[src/rtl/dds_seq_pkg.sv]
// Shared definitions for the DDS sweep sequencer: reserved-code offsets,
// CTRL bit positions, FSM state encoding and default tuning command codes.
package dds_seq_pkg;

   localparam logic [2:0] OFS_START = 3'd0;
   localparam logic [2:0] OFS_STOP  = 3'd1;
   localparam logic [2:0] OFS_STEP  = 3'd2;
   localparam logic [2:0] OFS_IVL   = 3'd3;
   localparam logic [2:0] OFS_CTRL  = 3'd4;

   localparam int CTRL_RUN  = 0;
   localparam int CTRL_TGT  = 1;
   localparam int CTRL_LOOP = 2;

   localparam logic [7:0] DEF_TUNE0_CMD = 8'h01;
   localparam logic [7:0] DEF_TUNE1_CMD = 8'h02;

   typedef enum logic [1:0] {
      ST_IDLE  = 2'd0,
      ST_ISSUE = 2'd1,
      ST_WAIT  = 2'd2,
      ST_DONE  = 2'd3
   } seq_state_e;

endpackage

[src/rtl/dds_sweep_sequencer_timer.sv]
// Loadable down-counter that paces sweep steps; expire pulses for one cycle
// while the count sits at one, i.e. the cycle before it reaches zero.
module seq_step_timer #(
   parameter int W = 16
) (
   input  logic         clk,
   input  logic         rst_n,
   input  logic         clr,
   input  logic         load,
   input  logic [W-1:0] load_val,
   output logic         expire
);

   localparam logic [W-1:0] ONE = {{(W-1){1'b0}}, 1'b1};

   logic [W-1:0] cnt_r;
   logic [W-1:0] cnt_s;
   logic         expire_r;

   // Next count: clear wins over load, otherwise count down and park at zero
   always_comb begin
      cnt_s = cnt_r;
      if (clr) begin
         cnt_s = '0;
      end else if (load) begin
         cnt_s = load_val;
      end else if (cnt_r != '0) begin
         cnt_s = cnt_r - ONE;
      end else begin
         cnt_s = cnt_r;
      end
   end

   // Count register and registered expire strobe
   always_ff @(posedge clk or negedge rst_n) begin
      if (!rst_n) begin
         cnt_r    <= '0;
         expire_r <= 1'b0;
      end else begin
         cnt_r    <= cnt_s;
         expire_r <= (cnt_s == ONE);
      end
   end

   assign expire = expire_r;

endmodule

[src/rtl/dds_sweep_sequencer.sv]
// Linear tuning-word sweep generator that shares the decoder command port
// with SPI passthrough traffic; passthrough always wins the port.
module dds_sweep_sequencer
   import dds_seq_pkg::*;
#(
   parameter int               CMD_W     = 8,
   parameter int               DATA_W    = 16,
   parameter int               IVL_W     = 16,
   parameter logic [CMD_W-1:0] TUNE0_CMD = CMD_W'(DEF_TUNE0_CMD),
   parameter logic [CMD_W-1:0] TUNE1_CMD = CMD_W'(DEF_TUNE1_CMD),
   parameter logic [CMD_W-1:0] SEQ_BASE  = CMD_W'(8'hC0)
) (
   input  logic              clk,
   input  logic              rst_n,
   input  logic [CMD_W-1:0]  in_cmd_word,
   input  logic [DATA_W-1:0] in_data_word,
   input  logic              in_cmd_valid,
   output logic [CMD_W-1:0]  out_cmd_word,
   output logic [DATA_W-1:0] out_data_word,
   output logic              out_cmd_valid,
   output logic              sweep_active,
   output logic [DATA_W-1:0] cur_tune
);

   logic [CMD_W-1:0]  ofs_s;
   logic              rsv_s, pass_s, cfg_ctrl_s, abort_s, run_req_s;
   logic [DATA_W-1:0] start_r, stop_r, step_r;
   logic [IVL_W-1:0]  ivl_r;
   logic              tgt_r, loop_r;
   seq_state_e        state_r, state_s;
   logic [DATA_W-1:0] cur_r, cur_s, next_s;
   logic [DATA_W:0]   sum_s, dif_s;
   logic              grant_s, tmr_load_s, tmr_clr_s, tmr_expire_s;
   logic [IVL_W-1:0]  tmr_val_s;
   logic              active_r, out_valid_r;
   logic [CMD_W-1:0]  out_cmd_r;
   logic [DATA_W-1:0] out_data_r, cur_tune_r;

   // Classify the incoming strobe; the offset subtraction makes the range test one compare
   always_comb begin
      ofs_s      = in_cmd_word - SEQ_BASE;
      rsv_s      = in_cmd_valid & (ofs_s <= CMD_W'(3'd4));
      pass_s     = in_cmd_valid & ~rsv_s;
      cfg_ctrl_s = rsv_s & (ofs_s[2:0] == OFS_CTRL);
      abort_s    = cfg_ctrl_s & ~in_data_word[CTRL_RUN];
      run_req_s  = cfg_ctrl_s & in_data_word[CTRL_RUN];
   end

   // Configuration registers written by the reserved codes
   always_ff @(posedge clk or negedge rst_n) begin
      if (!rst_n) begin
         start_r <= '0;
         stop_r  <= '0;
         step_r  <= '0;
         ivl_r   <= '0;
         tgt_r   <= 1'b0;
         loop_r  <= 1'b0;
      end else if (rsv_s) begin
         case (ofs_s[2:0])
            OFS_START: start_r <= in_data_word;
            OFS_STOP:  stop_r  <= in_data_word;
            OFS_STEP:  step_r  <= in_data_word;
            OFS_IVL:   ivl_r   <= in_data_word[IVL_W-1:0];
            OFS_CTRL: begin
               tgt_r  <= in_data_word[CTRL_TGT];
               loop_r <= in_data_word[CTRL_LOOP];
            end
            default:   start_r <= start_r;
         endcase
      end
   end

   // Next tuning word, one bit wider so overflow and underflow clamp to STOP
   always_comb begin
      sum_s = {1'b0, cur_r} + {1'b0, step_r};
      dif_s = {1'b0, cur_r} - {1'b0, step_r};
      if (start_r <= stop_r) begin
         if (sum_s > {1'b0, stop_r}) begin
            next_s = stop_r;
         end else begin
            next_s = sum_s[DATA_W-1:0];
         end
      end else begin
         if (dif_s[DATA_W] || (dif_s[DATA_W-1:0] < stop_r)) begin
            next_s = stop_r;
         end else begin
            next_s = dif_s[DATA_W-1:0];
         end
      end
      // ISSUE itself takes a cycle, so WAIT is one shorter than the write period
      tmr_val_s = (ivl_r > IVL_W'(2'd2)) ? ivl_r - IVL_W'(1'b1) : IVL_W'(1'b1);
   end

   // Sweep FSM next state; abort overrides everything, including a pending grant
   always_comb begin
      state_s    = state_r;
      cur_s      = cur_r;
      grant_s    = 1'b0;
      tmr_load_s = 1'b0;
      tmr_clr_s  = 1'b0;
      if (abort_s) begin
         state_s   = ST_IDLE;
         tmr_clr_s = 1'b1;
      end else begin
         case (state_r)
            ST_IDLE: begin
               if (run_req_s) begin
                  state_s = ST_ISSUE;
                  cur_s   = start_r;
               end else begin
                  state_s = ST_IDLE;
               end
            end
            ST_ISSUE: begin
               if (!pass_s) begin
                  grant_s = 1'b1;
                  if (step_r == '0) begin
                     state_s = ST_IDLE;
                  end else if (cur_r == stop_r) begin
                     state_s = ST_DONE;
                  end else begin
                     state_s    = ST_WAIT;
                     tmr_load_s = 1'b1;
                  end
               end else begin
                  state_s = ST_ISSUE;
               end
            end
            ST_WAIT: begin
               if (tmr_expire_s) begin
                  state_s = ST_ISSUE;
                  cur_s   = next_s;
               end else begin
                  state_s = ST_WAIT;
               end
            end
            ST_DONE: begin
               if (loop_r) begin
                  state_s = ST_ISSUE;
                  cur_s   = start_r;
               end else begin
                  state_s = ST_IDLE;
               end
            end
            default: state_s = ST_IDLE;
         endcase
      end
   end

   // FSM state, working tuning word and activity flag
   always_ff @(posedge clk or negedge rst_n) begin
      if (!rst_n) begin
         state_r  <= ST_IDLE;
         cur_r    <= '0;
         active_r <= 1'b0;
      end else begin
         state_r  <= state_s;
         cur_r    <= cur_s;
         active_r <= (state_s != ST_IDLE);
      end
   end

   // Decoder port: passthrough first, sweep write only when the port is free
   always_ff @(posedge clk or negedge rst_n) begin
      if (!rst_n) begin
         out_valid_r <= 1'b0;
         out_cmd_r   <= '0;
         out_data_r  <= '0;
         cur_tune_r  <= '0;
      end else begin
         out_valid_r <= pass_s | grant_s;
         if (pass_s) begin
            out_cmd_r  <= in_cmd_word;
            out_data_r <= in_data_word;
         end else if (grant_s) begin
            out_cmd_r  <= tgt_r ? TUNE1_CMD : TUNE0_CMD;
            out_data_r <= cur_r;
            cur_tune_r <= cur_r;
         end
      end
   end

   seq_step_timer #(.W(IVL_W)) u_timer (
      .clk      (clk),
      .rst_n    (rst_n),
      .clr      (tmr_clr_s),
      .load     (tmr_load_s),
      .load_val (tmr_val_s),
      .expire   (tmr_expire_s)
   );

   assign out_cmd_valid = out_valid_r;
   assign out_cmd_word  = out_cmd_r;
   assign out_data_word = out_data_r;
   assign sweep_active  = active_r;
   assign cur_tune      = cur_tune_r;

endmodule
[config.mk]
export PLATFORM = sky130hd
export DESIGN_NAME = dds_sweep_sequencer
export DESIGN_NICKNAME = d
export VERILOG_FILES = /design/src/rtl/dds_seq_pkg.sv /design/src/rtl/dds_sweep_sequencer_timer.sv /design/src/rtl/dds_sweep_sequencer.sv
export SDC_FILE = /design/constraint.sdc
export NUM_CORES = 1
export LEC_CHECK = 0
export ABC_AREA = 1
export BUFFER_PORTS_ARGS = -buffer_cell sky130_fd_sc_hd__buf_2
export CORE_ASPECT_RATIO = 1.1
export CORE_MARGIN = 5
export CORE_UTILIZATION = 26
export CTS_CLUSTER_SIZE = 12
export DETAILED_ROUTE_END_ITERATION = 6
export PLACE_DENSITY = 0.53
export SETUP_SLACK_MARGIN = 0.05
export SYNTH_ARGS = -nofsm -noshare
export SYNTH_HDL_FRONTEND = slang
export SYNTH_SLANG_ARGS = --single-unit
[constraint.sdc]
create_clock -name clk -period 8 [get_ports clk]
set_input_delay 0.4 -clock clk [delete_from_list [all_inputs] [get_ports clk]]
set_output_delay 0.4 -clock clk [all_outputs]
set_load 0.02 [all_outputs]
==> run_results.csv <==
group,metric,value,unit
detailed_routing,drt_iter0_markers,590,
place,io_buffers,68,
die,io_pins,69,
detailed_routing,wl_per_cell,16.05,microns
clock_network,cts_tree,"yes",
job,maxCapViolCount,0,
detailed_routing,final_antenna_net_count,0,
clock_network,cts_made_buffers,17,
setup_path,worst-setup-path-type,"reg2reg",
clock_network,cts.sinks,143,
global_routing,antenna_found_initial,0,
logic_synthesis,synth_top_area_cell,"dfrtp_1",
timing,timing.final.max_slew_violations,0,
die,start_util,26.30,%
pwr,p_per_area,333.1,nW/um^2
die,rows,76,
logic_synthesis,ys_top_cells_by_area,"dfrtp_1 (35%), nand2_1 (15%), ha_1 (10%)",
setup_path,end_kind,"register",
place,dpl.hpwl,25.13,mm
die,die_area,43710,sq um
logic_synthesis,ys.flop_type,"dfrtp_1",
clock_network,postCtsHoldBufs,0,
logic_synthesis,ys_seq_elements,143,
timing,finalSetupTns,0,ps
setup_path,crit_end,"cur_r[8]",
global_routing,gr-total-overflow,0,
setup_path,cp.arrival,4700,ps
pwr,vdd_drop_max,0.1506,mV
layout,utilization,30.05,%
die,core-area,39180,sq um
clock_network,cts.repair.resized,0,
clock_network,cts.path.max_buffers,2,
global_routing,grt_first_pass_wirelength,51.34,mm
timing,skew,8.550,ps
timing,tightest_slew,1171,ps
run_status,status,"finished, violations left",
setup_path,worst_ep_required_time,8370,ps
detailed_routing,drc,0,
pwr,total_power,0.003922,W
die,dieHeight,218.8,microns
global_routing,grt_pass1_vias,9087,
setup_path,r2r_setup_slack,3670,ps
clock_network,clock_latency,430,ps
setup_path,critPathMostFrequentCell,"nand2_1",
global_routing,track_usage,14.91,%
logic_synthesis,syn_inst,1446,
logic_synthesis,synth.distinct_cells,45,
logic_synthesis,netlist_area,10300,sq um
setup_path,ff2ff_path_depth,23,
pwr,p_leak,6.143,nW
layout,drive_gt1_share,9.934,%
clock_network,clk_pin_slew,60,ps
timing,rsz0062_at_grt,"false",
timing,max_slew_margin,21.71,%
logic_synthesis,synth_top_area_share,34.73,%
setup_path,r2r-end,"cur_r[8]",
layout,final_nets,1609,
setup_path,r2r_start,"cur_r[2]",
timing,period_share,54.13,%
place,routabilityCongestion,0.9255,
setup_path,crit_start,"cur_r[2]",
timing,finalSetupViolations,0,
setup_path,path_cells,"ha_1, nand3_1, nand2_1, a21oi_1, o21ai_0, nand3_1, nand2_1, nand2_1, nand2_1, inv_1, ha_1, nand2_1, inv_1, nand3_1, nor3_1, nand2_1, nand2_1, nand2_2, nand2_1, nand3_1, nand3_1, nand2_1, nand2_1",
layout,diodes,0,
logic_synthesis,syn_nets,1558,
clock_network,cts-root-buf,"clkbuf_16",
detailed_routing,first_pass_iters,5,
clock_network,post_cts_buffers,0,
run_status,violations,"negative hold slack",
logic_synthesis,async_reset_ff_share,100.0,%
logic_synthesis,avgSynthCellArea,7.125,sq um
setup_path,startpoint_type,"register",
setup_path,path_max_fanout,17,
die,fp.dieW,199.8,microns
hold_path,worstHoldPathType,"in2async",
layout,area_growth,14.26,%
timing,post-route-min-period,4330,ps
timing,fin_ws,3670,ps
place,dp_slack,3718,ps
global_routing,grt_max_degree,74,
logic_synthesis,yosysWarnings,0,
detailed_routing,totalWireLength,32.38,mm
logic_synthesis,ys_seq_area_share,34.73,%
timing,finalHoldViolCount,2,
detailed_routing,vias_per_cell,4.708,
setup_path,slowest_delay,500,ps
timing,max_freq,230.9,MHz
clock_network,htree_levels,4,
timing,hold_ws,-17.14,ps
detailed_routing,dr_total_vias,9496,
setup_path,crit_slowest_cell,"o21ai_0",
logic_synthesis,synth_edf_count,0,
power by group:
part,internal [W],total [W],switching (W)
registers,0.000866,0.00100,0.000135
clock network,0.000590,0.000929,0.000339
logic,0.000663,0.00199,0.00133
cell families after synthesis:
| group | share of synthesized area (%) |
|---|---|
| adders and majority gates | 10.47 |
| xor gates and xnor gates | 2.805 |
| buffers and inverters | 9.036 |
| and+or+nand+nor | 31.10 |
| AOI/OAI and AO/OA | 11.85 |
| DFF | 34.73 |
cell usage after synthesis (10+ instances only):
cell	n
a21oi_1	59
clkbuf_1	24
dfrtp_1	143
ha_1	83
inv_1	173
nand2_1	419
nand2_2	10
nand3_1	124
nand3b_1	17
nand4_1	16
nor2_1	133
nor3_1	12
o211ai_1	18
o21ai_0	97
xor2_1	24
critical path, delay by kind of cell (launching register included):
kind / cells / cell delay (ps)
simple gates: 17 / 2320
buf+inv: 2 / 110
fa+ha+maj: 2 / 740
compound gates: 2 / 660
flops: 1 / 450
per-stage QoR:
stage | area [sq um] | hold slack, ps | cells
after detailed placement | 11090 | 460.6 | 1985
after floorplan | 10300 | 104.4 | 1446
after CTS | 11770 | 14.15 | 2017
after global routing | 11770 | 46.52 | 2017
final | 11770 | -17.14 | 2017
after global placement | 11090 | 461.5 | 1985
state kept, by name, summed over array words and instances, names as in the netlist, 2 cells and up:
| register | flops |
|---|---|
| step_r | 16 |
| out_cmd_word | 8 |
| cur_r | 16 |
| u_timer.cnt_r | 16 |
| start_r | 16 |
| state_r | 2 |
| ivl_r | 16 |
| out_data_word | 16 |
| stop_r | 16 |
| cur_tune | 16 |
routing by layer:
metal / vias up / part of all wire (%) / track usage, %
li1: 4761 / - / -
met1: 4469 / 48 / 21.11
met2: 227 / 45 / 23.54
met3: 39 / 4.6 / 2.472
met4: 0 / 2.3 / 4.144
met5: - / 0 / 0
placed cells by master, fill, tap and decap left out, types with 18 or more instances in the layout:
cell type  count
nand3_1      124
nand2_1      419
inv_1        173
xor2_1        24
a21oi_1       59
o21ai_0       97
ha_1          83
buf_2         67
o211ai_1      18
nor2_1       132
dfrtp_1      143
layout make-up:
cell class | instances | area [sq um]
clock buffers | 17 | 425.4
well taps | 507 | 634.4
flip-flops and latches | 143 | 3578
clock inverters | 15 | 255.2
fillers | 4236 | 27410
inverters | 182 | 683.2
multi-input cells | 1078 | 5796
repair buffers | 75 | 399.1
worst min-delay path by stage:
stage | slack, ps | cells after the start | endpoint | startpoint
finish | -20 | 1 | out_cmd_word[2] | rst_n
global route | 50 | 1 | out_cmd_word[2] | rst_n
CTS | 10 | 1 | out_cmd_word[2] | rst_n
detailed placement | 460 | 2 | cur_tune[11] | cur_tune[11]
global placement | 460 | 2 | cur_tune[12] | cur_tune[12]
floorplan | 100 | 0 | cur_r[0] | rst_n
(Power assumes the default switching activity.)
